File: config.mk
export PLATFORM = sky130hd
export DESIGN_NAME = move_queue
export DESIGN_NICKNAME = d
export VERILOG_FILES = /design/src/rtl/knight_pkg.sv /design/src/rtl/cmd_fifo.sv /design/src/rtl/move_queue.sv
export SDC_FILE = /design/constraint.sdc
export NUM_CORES = 1
export LEC_CHECK = 0
export CAP_MARGIN = 20
export CORE_MARGIN = 3
export CORE_UTILIZATION = 57
export CTS_CLUSTER_DIAMETER = 80
export DETAILED_ROUTE_END_ITERATION = 6
export GPL_ROUTABILITY_DRIVEN = 0
export GPL_TIMING_DRIVEN = 0
export HOLD_SLACK_MARGIN = 0.12
export PLACE_DENSITY = 0.8
export SETUP_SLACK_MARGIN = 0.4
export SYNTH_ARGS = -nofsm -noshare
export SYNTH_HDL_FRONTEND = slang
export SYNTH_HIERARCHICAL = 1
export SYNTH_SLANG_ARGS = --single-unit
File: constraint.sdc
create_clock -name clk -period 3.92 [get_ports clk]
set_input_delay 0.784 -clock clk [delete_from_list [all_inputs] [get_ports clk]]
set_output_delay 0.784 -clock clk [all_outputs]
set_load 0.005 [all_outputs]
File: src/rtl/knight_pkg.sv
// Shared types for the Knight command path.
// FSM states and command opcodes.
package knight_pkg;

  localparam int CMD_W = 16;

  typedef enum logic [1:0] {
    IDLE  = 2'd0,
    ISSUE = 2'd1,
    WAIT  = 2'd2
  } state_t;

  localparam logic [3:0] OP_CAL     = 4'h0;
  localparam logic [3:0] OP_MOVE    = 4'h2;
  localparam logic [3:0] OP_FANFARE = 4'h3;

endpackage

File: src/rtl/cmd_fifo.sv
// Circular command buffer for move_queue.
// Count tracked separately; flush wins over push/pop.
import knight_pkg::*;

module cmd_fifo #(
  parameter int DEPTH = 4
) (
  input  logic                   clk,
  input  logic                   rst_n,
  input  logic                   push,
  input  logic                   pop,
  input  logic                   flush,
  input  logic [CMD_W-1:0]       wdata,
  output logic [CMD_W-1:0]       rdata,
  output logic [$clog2(DEPTH):0] count,
  output logic                   full,
  output logic                   empty
);

  localparam int AW = $clog2(DEPTH);
  localparam int CW = AW + 1;

  logic [CMD_W-1:0] mem [DEPTH];
  logic [AW-1:0]    wptr;
  logic [AW-1:0]    rptr;
  logic             do_push;
  logic             do_pop;

  assign do_push = push & ~full & ~flush;
  assign do_pop  = pop & ~empty & ~flush;
  assign rdata   = mem[rptr];
  assign full    = (count == CW'(DEPTH));
  assign empty   = (count == '0);

  // storage write; contents are don't-care once flushed
  always_ff @(posedge clk) begin
    if (do_push) mem[wptr] <= wdata;
  end

  // pointers and occupancy
  always_ff @(posedge clk or negedge rst_n) begin
    if (!rst_n) begin
      wptr  <= '0;
      rptr  <= '0;
      count <= '0;
    end else if (flush) begin
      wptr  <= '0;
      rptr  <= '0;
      count <= '0;
    end else begin
      if (do_push) wptr <= wptr + AW'(1);
      if (do_pop)  rptr <= rptr + AW'(1);
      if (do_push && !do_pop)
        count <= count + CW'(1);
      else if (do_pop && !do_push)
        count <= count - CW'(1);
    end
  end

endmodule

File: src/rtl/move_queue.sv
// Queues Knight commands and issues them one at a time.
// Watchdog flushes the queue on a move that never finishes.
import knight_pkg::*;

module move_queue #(
  parameter int          DEPTH        = 4,
  parameter int unsigned TIMEOUT      = 24'd10_000_000,
  parameter bit          DROP_ON_FULL = 1'b0
) (
  input  logic                   clk,
  input  logic                   rst_n,
  input  logic [CMD_W-1:0]       in_cmd,
  input  logic                   in_vld,
  output logic                   clr_in,
  output logic [CMD_W-1:0]       cmd,
  output logic                   cmd_rdy,
  input  logic                   clr_cmd_rdy,
  input  logic                   done,
  input  logic                   abort,
  output logic [$clog2(DEPTH):0] count,
  output logic                   full,
  output logic                   empty,
  output logic                   busy,
  output logic                   timeout_err,
  output logic                   ovf_err
);

  localparam int WW = $clog2(TIMEOUT + 1);

  state_t           state;
  state_t           state_d;
  logic [WW-1:0]    wd;
  logic [CMD_W-1:0] head;
  logic             take;
  logic             push;
  logic             pop;
  logic             flush;
  logic             drop;
  logic             wd_hit;

  // a new UART command is only looked at once the last clear has landed
  assign take   = in_vld & ~clr_in;
  assign push   = take & ~full & ~abort;
  assign drop   = take & full & DROP_ON_FULL & ~abort;
  assign pop    = (state == IDLE) & ~empty & ~abort;
  assign wd_hit = (state == WAIT) & ~done
                & (wd == WW'(TIMEOUT - 1));
  assign flush  = abort | wd_hit;

  cmd_fifo #(.DEPTH(DEPTH)) u_fifo (
    .clk   (clk),
    .rst_n (rst_n),
    .push  (push),
    .pop   (pop),
    .flush (flush),
    .wdata (in_cmd),
    .rdata (head),
    .count (count),
    .full  (full),
    .empty (empty)
  );

  // state register
  always_ff @(posedge clk or negedge rst_n) begin
    if (!rst_n) state <= IDLE;
    else        state <= state_d;
  end

  // next-state logic; abort overrides everything
  always_comb begin
    state_d = state;
    if (abort) begin
      state_d = IDLE;
    end else begin
      unique case (state)
        IDLE:    if (!empty) state_d = ISSUE;
        ISSUE:   if (clr_cmd_rdy) state_d = WAIT;
        WAIT:    if (done || wd_hit) state_d = IDLE;
        default: state_d = IDLE;
      endcase
    end
  end

  // state-decoded outputs
  always_comb begin
    cmd_rdy = (state == ISSUE);
    busy    = (state != IDLE);
  end

  // issued command register
  always_ff @(posedge clk or negedge rst_n) begin
    if (!rst_n)   cmd <= '0;
    else if (pop) cmd <= head;
  end

  // saturating watchdog, restarted by the issue acknowledge
  always_ff @(posedge clk or negedge rst_n) begin
    if (!rst_n)
      wd <= '0;
    else if (state == ISSUE && clr_cmd_rdy)
      wd <= '0;
    else if (state == WAIT && wd != WW'(TIMEOUT))
      wd <= wd + WW'(1);
  end

  // clear pulse back to the UART side
  always_ff @(posedge clk or negedge rst_n) begin
    if (!rst_n) clr_in <= 1'b0;
    else        clr_in <= take & (~full | DROP_ON_FULL | abort);
  end

  // sticky error flags
  always_ff @(posedge clk or negedge rst_n) begin
    if (!rst_n) begin
      timeout_err <= 1'b0;
      ovf_err     <= 1'b0;
    end else if (abort) begin
      timeout_err <= 1'b0;
      ovf_err     <= 1'b0;
    end else begin
      if (wd_hit) timeout_err <= 1'b1;
      if (drop)   ovf_err     <= 1'b1;
    end
  end

endmodule

Yosys cells after proc, flatten, opt, wreduce, memory -nomap -nowiden:

Memories as Yosys holds them, arrays and structs flattened. A register that Yosys moved wholly into a read port is not among the register bits.
Index checks and enable logic that the tools add are counted.

* add/sub/neg operators: 5
* equality and inequality tests: 8
* muxes and demuxes: 18
* bitwise logic cells: 20
* reduce and logical (&&, ||, !) cells: 17

Operators with widths (number)
* $mux 24: 2
* $add 24x1->24 const B: 1
* $eq 24x24->1 const B: 1
* $ne 24x24->1 const B: 1
* $mux 2: 8
* $and 1x1->1: 12
* $reduce_bool 2->1: 5
* $mux 3: 3
* $not 1->1: 6
* $pmux 2 s3: 1
* $add 2x1->2 const B: 2
* $logic_and 1x1->1: 4
* $mux 1: 4
* $add 3x1->3 const B: 1
* $eq 3x3->1 const B: 1
* $logic_not 1->1: 3
* $logic_not 3->1: 1
* $ne 3x1->1 const B: 1
* $ne 3x2->1 const B: 1
* $ne 3x3->1 const B: 1
* $reduce_and 3->1: 1
* $reduce_bool 3->1: 1
* $sub 3x1->3 const B: 1
* $eq 2x1->1 const B: 1
* 4 further kinds: 5

* flip-flop bits (word level): 35
* memory bits (writable): 64
* input bits: 22
* word-level logic and storage cells: 76
* memories: 1

Memory list
* u_fifo.mem: depth 4, width 16, rd ports 1, clocked after memory_dff 1, write ports 1, line cmd_fifo.sv:23 `logic [CMD_W-1:0] mem [DEPTH];`

Longest topological paths before layout:

* depth in word-level cells: 11
* mapped depth: 11
* gate-level depth less buffers: 9

Hierarchy:

The synthesis kept the hierarchy.

Modules (own cells, without submodules)
* cmd_fifo: instances 1, cells each 145, area each 2871.5 um^2
* move_queue: instances 1, cells each 191, area each 2107.0 um^2

Worst setup path after synthesis:

Ideal clock, no wire load.

* path type: input to register
* start point: input abort
* end point: register u_fifo.count[2]
* setup time: 0.066 ns
* arrival: 3.144 ns
* path slack: 0.710 ns
* stages on the path: 9
* buffers on the path: 2
* cells stage by stage: nor4_2 buf_2 buf_2 o21a_1 nor4_1 fa_1 a21bo_2 a311oi_1 o311a_1

* cells in the longest elaborated chain, start to end: 8

RTL lines
* start: declaration: line move_queue.sv:19 `input logic abort,`
* $not 1->1 (*): line move_queue.sv:45 `assign pop = (state == IDLE) & ~empty & ~abort;`
* $and 1x1->1 (*): line move_queue.sv:45
* via pop: line move_queue.sv:36 `logic pop;`
* $and 1x1->1 (*) (2 in series): line cmd_fifo.sv:30 `assign do_pop = pop & ~empty & ~flush;`
* $logic_not 1->1: line cmd_fifo.sv:53 `if (do_push && !do_pop)`
* $logic_and 1x1->1: line cmd_fifo.sv:53
* $mux 3: line cmd_fifo.sv:53
* $mux 3: line cmd_fifo.sv:46 `end else if (flush) begin`
* end signal: assignment: line cmd_fifo.sv:54 `count <= count + CW'(1);`
* end signal: assignment: line cmd_fifo.sv:56 `count <= count - CW'(1);`
* end: declaration: line cmd_fifo.sv:15 `output logic [$clog2(DEPTH):0] count,`

The timed path passes the listed nets; every way through them passes the cells marked *.
A chain may end at the register's enable or synchronous reset.

Final worst setup path:

* start point: register wd[16]
* end point: register u_fifo.count[2]

* cells in the longest elaborated chain, start to end: 9

RTL lines
* start: declaration: line move_queue.sv:32 `logic [WW-1:0] wd;`
* start signal: assignment: line move_queue.sv:103 `wd <= wd + WW'(1);`
* $eq 24x24->1 (*): line move_queue.sv:47 `& (wd == WW'(TIMEOUT - 1));`
* $and 1x1->1 (*): line move_queue.sv:47
* $or 1x1->1 (*): line move_queue.sv:48 `assign flush = abort | wd_hit;`
* via flush: line move_queue.sv:37 `logic flush;`
* $not 1->1: line cmd_fifo.sv:29, cmd_fifo.sv:30
* $and 1x1->1: line cmd_fifo.sv:30
* $logic_not 1->1: line cmd_fifo.sv:53
* $logic_and 1x1->1: line cmd_fifo.sv:53
* $mux 3: line cmd_fifo.sv:53
* $mux 3: line cmd_fifo.sv:46

Marks and branches as above.

==> results.md <==
STA:
- The transition at the pin with the smallest max-transition slack is between 0.9 and 1 ns.
- Hold is met by 0.229 ns.
- The routed design could run at a clock period as short as 3.37 ns.
- The highest attainable clock frequency is 297 MHz.
- Between clock sinks in the finished design, the worst skew comes to 0.0113 ns.
- Setup repair after global routing left no endpoint under its margin.
- The final number of setup-violating endpoints is 0.
- The setup TNS is 0 ns.
- The number of endpoints with negative hold slack in the final report is 0.
- The final count of pins violating max slew is 0.
- Headroom to the max-slew limit came out at between 30% and 40%.
- Setup slack closes at 0.551 ns.
- The post-route fraction of the period consumed by the critical path is 85.9%.

Detailed routing:
- For this block, the initial DRC count from the detailed router was 171.
- In this run the remaining antenna-violating nets after routing total 0.
- Dividing the detail-routed via count by the number of cells gives 5.78.
- In the final routed layout, each cell accounts on average for 18.7 um.
- The pre-antenna-repair detailed-routing pass consisted of 4 iterations.
- The total length of routed wires is 9770 um.
- The routed layout has 3021 vias.
- In the routed design, unresolved DRC markers number 0.

Place:
- The placement-stage worst setup slack is 0.121 ns.
- Summing all placed instances gives a cell area of 5590 um2.
- During placement, the flow inserted port buffers numbering 46.
- The detailed-placement wirelength estimate is just under 6000 um.

Logic synthesis:
- The number of warning messages in the yosys log is 6.
- After synthesis, the most frequently instantiated cells are edfxtp_1 (64), dfrtp_1 (51), nor2_1 (34).
- After synthesis, flip-flops and latches occupy between 60 and 70% of the total area.
- When the netlist entered floorplanning its net count stood at around 370.
- The most used standard cell by instance count after synthesis is edfxtp_1.
- Yosys attributes the largest share of cell area to edfxtp_1 (39%), dfrtp_1 (26%), mux4_2 (7.2%).
- The average cell area after synthesis is 14.8 um2.
- The most area-hungry cell type in the Yosys netlist is edfxtp_1.
- The number of enable flip-flop cells after synthesis is 64.
- The predominant post-synthesis flop cell is edfxtp_1.
- The cell count after synthesis came out at 336.
- The synthesized design contains 115 register bits.
- Of all flip-flops after synthesis, the portion carrying an async set or reset was 44.3%.
- The share of synthesized area in the top cell type comes to 38.6%.
- The distinct cell type count of the synthesized netlist is 56.
- The synthesized area is 4980 um2.

Final layout:
- The post-route netlist has 24.2% of its cells at a drive strength greater than 1.
- After the last flow step, the layout net total stands at 434.
- The repair_antennas step left the layout with diodes totalling 0.
- Once layout is done, the placed cells without fillers occupy 6180 um2.
- The area growth from synthesis to layout is 24.2%.
- The final core utilization is 74.2%.

Clocking:
- At the later pin of the worst-skew pair, clock insertion delay measures 0.52 ns.
- The number of buffers created by CTS is 17.
- The deepest clock path buffer count is 2.
- For this design, the sink count on the clock tree is between 100 and 150.
- CTS placed an instance of clkbuf_8 at the clock tree root.
- The number of hold buffers added after cts is 0.
- The CTS tree is built.
- Clock-pin slew was measured on the worst setup and hold paths at around 0.06 ns.
- The H-tree was split into 4 levels.

Floorplan:
- The initial utilization of the core area, before any placement, comes to 59.7%.
- In this run the core area contains 33 standard-cell rows.
- The core outline area is 8340 um2.
- The die area is just under 10000 um2.
- The die height is 99.5 um.
- The die is approximately 99 um wide.
- 48 I/O pins were placed.

Power:
- The total power per unit cell area is 652 nW/um2.
- Summed over all cells, the static leakage comes to about 2.4 nW.
- Across the VDD grid, the largest voltage drop is 461 uV.

Worst setup path:
- Traced cell by cell, the critical path runs through or4_4 -> nor4_4 -> nand4_1 -> o21ai_1 -> clkbuf_2 -> nor4_1 -> fa_1 -> a21bo_2 -> a311oi_1 -> o311a_1.
- Data arrives at the worst endpoint at 3.82 ns.
- The peak per-stage delay on the critical path is 0.57 ns.
- STA classifies the critical path endpoint as a flop.
- STA classifies the critical path startpoint as a flop.
- At the worst endpoint, the required time is about 4.4 ns.
- The highest fanout seen on the critical path is 10.
- The kind of critical path is reg2reg.
- The slowest stage of the critical path belongs to the cell or4_4.

Run status:
- The run finished with clean final reports.

GRT:
- The initial antenna violation count is 0.
- The via count of the first global-routing pass is 3097.
- Entering global routing, the biggest net connects 35 pins.
- After global routing the overflow that remains totals 0.
- For this run, the total global-route usage over all layers was measured as roughly 22%.
- The wire length of the first global-routing pass is about 16000 um.

Min path:
- The min-delay analysis places its worst path in the category in2async.

Job:
- The tool flagged a number of max-cap violations equal to 0.
[worst max-delay path, delay by kind of cell, from the launching register on]
kind / cells / cell delay [ns]
and+or+nand+nor: 4 / 1.21
buffers and inverters: 1 / 0.25
DFF: 1 / 0.43
adders and majority gates: 1 / 0.45
AOI/OAI and AO/OA: 4 / 0.96
[cell type report]
cell class	instances	area, um2
clock buffers	18	428
repair buffers	50	498
clock inverters	14	139
plain buffers	18	110
fillers	522	2160
inverters	9	33.8
multi-input cells	194	1650
flip-flops and latches	115	3200
well taps	105	131
[path summary, 6_finish.rpt]
kind | start | end | slack [ns] | cells past startpoint
worst max-delay path | wd[16] | u_fifo/count[2] | 0.55 | 10
worst min-delay path | rst_n | cmd[5] | 0.23 | 1
worst max register to register | wd[16] | u_fifo/count[2] | 0.55 | 10
worst min register to register | timeout_err | timeout_err | 0.49 | 1
max in group asynchronous | rst_n | wd[1] | 3.13 | 2
min in group clk | timeout_err | timeout_err | 0.49 | 1
[logic make-up (layout without fill, tap and decap cells)]
| group | count (synthesis) | after routing | share of synthesized area [%] |
|---|---|---|---|
| buffers and inverters | 27 | 109 | 2.86 |
| adder cells (fa/ha/maj) | 7 | 7 | 1.91 |
| multiplexers | 38 | 38 | 12.2 |
| AO/OA/AOI/OAI | 25 | 25 | 3.44 |
| AND/OR/NAND/NOR | 104 | 104 | 11.9 |
| flip-flops | 115 | 115 | 64.2 |
| XOR/XNOR | 19 | 19 | 3.34 |
| other | 1 | 1 | 0.0753 |
[flip-flops by register name, summed over array words and instances, names as in the netlist]
signal        count
u_fifo/wptr       2
u_fifo/mem       64
cmd              16
state             2
u_fifo/count      3
u_fifo/rptr       2
clr_in            1
wd               24
timeout_err       1
[metrics by stage]
stage	instances	total power, mW
5_1_grt	523	4.23
4_1_cts	521	4.06
3_3_place_gp	487	2.52
2_1_floorplan	336	2.15
6_report	523	4.03
3_5_place_dp	489	2.56
[timing repair]
action | in CTS | in global routing
pin swaps | 0 | 1
endpoints found under the setup margin | 1 | 1
resized for setup | 1 | 2
endpoints found under the hold margin | 0 | 0
setup buffers | 0 | 2
[power breakdown]
group / total [mW] / switching (mW) / internal [mW] / leakage, nW
Clock: 1.47 / 0.592 / 0.875 / 0.279
Sequential: 1.68 / 0.186 / 1.49 / 1.24
Combinational: 0.886 / 0.370 / 0.516 / 0.847
[cells in the final DEF, fill, tap and decap left out, types with 3 or more instances in the layout]
| cell | count |
|---|---|
| a21oi_1 | 7 |
| and2_1 | 4 |
| and4_1 | 4 |
| buf_2 | 8 |
| buf_4 | 7 |
| clkbuf_16 | 16 |
| clkbuf_2 | 3 |
| clkdlybuf4s50_1 | 45 |
| dfrtp_1 | 51 |
| edfxtp_1 | 64 |
| ha_1 | 6 |
| inv_1 | 9 |
| inv_6 | 9 |
| mux2_2 | 18 |
| mux2i_1 | 3 |
| mux4_2 | 16 |
| nand2_1 | 10 |
| nand3_1 | 8 |
| nand3b_1 | 4 |
| nand4_1 | 10 |
| nor2_1 | 34 |
| nor3_1 | 5 |
| o21ai_0 | 5 |
| or3_1 | 3 |
| xor2_1 | 18 |
[metal layers]
metal	vias to the layer above	share of wire, %	GRT usage (%)
met3	10	4.9	6.52
li1	1392	-	-
met4	0	1.2	7.98
met5	-	0	0
met1	1521	42	27.3
met2	98	52	35.7
(Power assumes the default switching activity.)
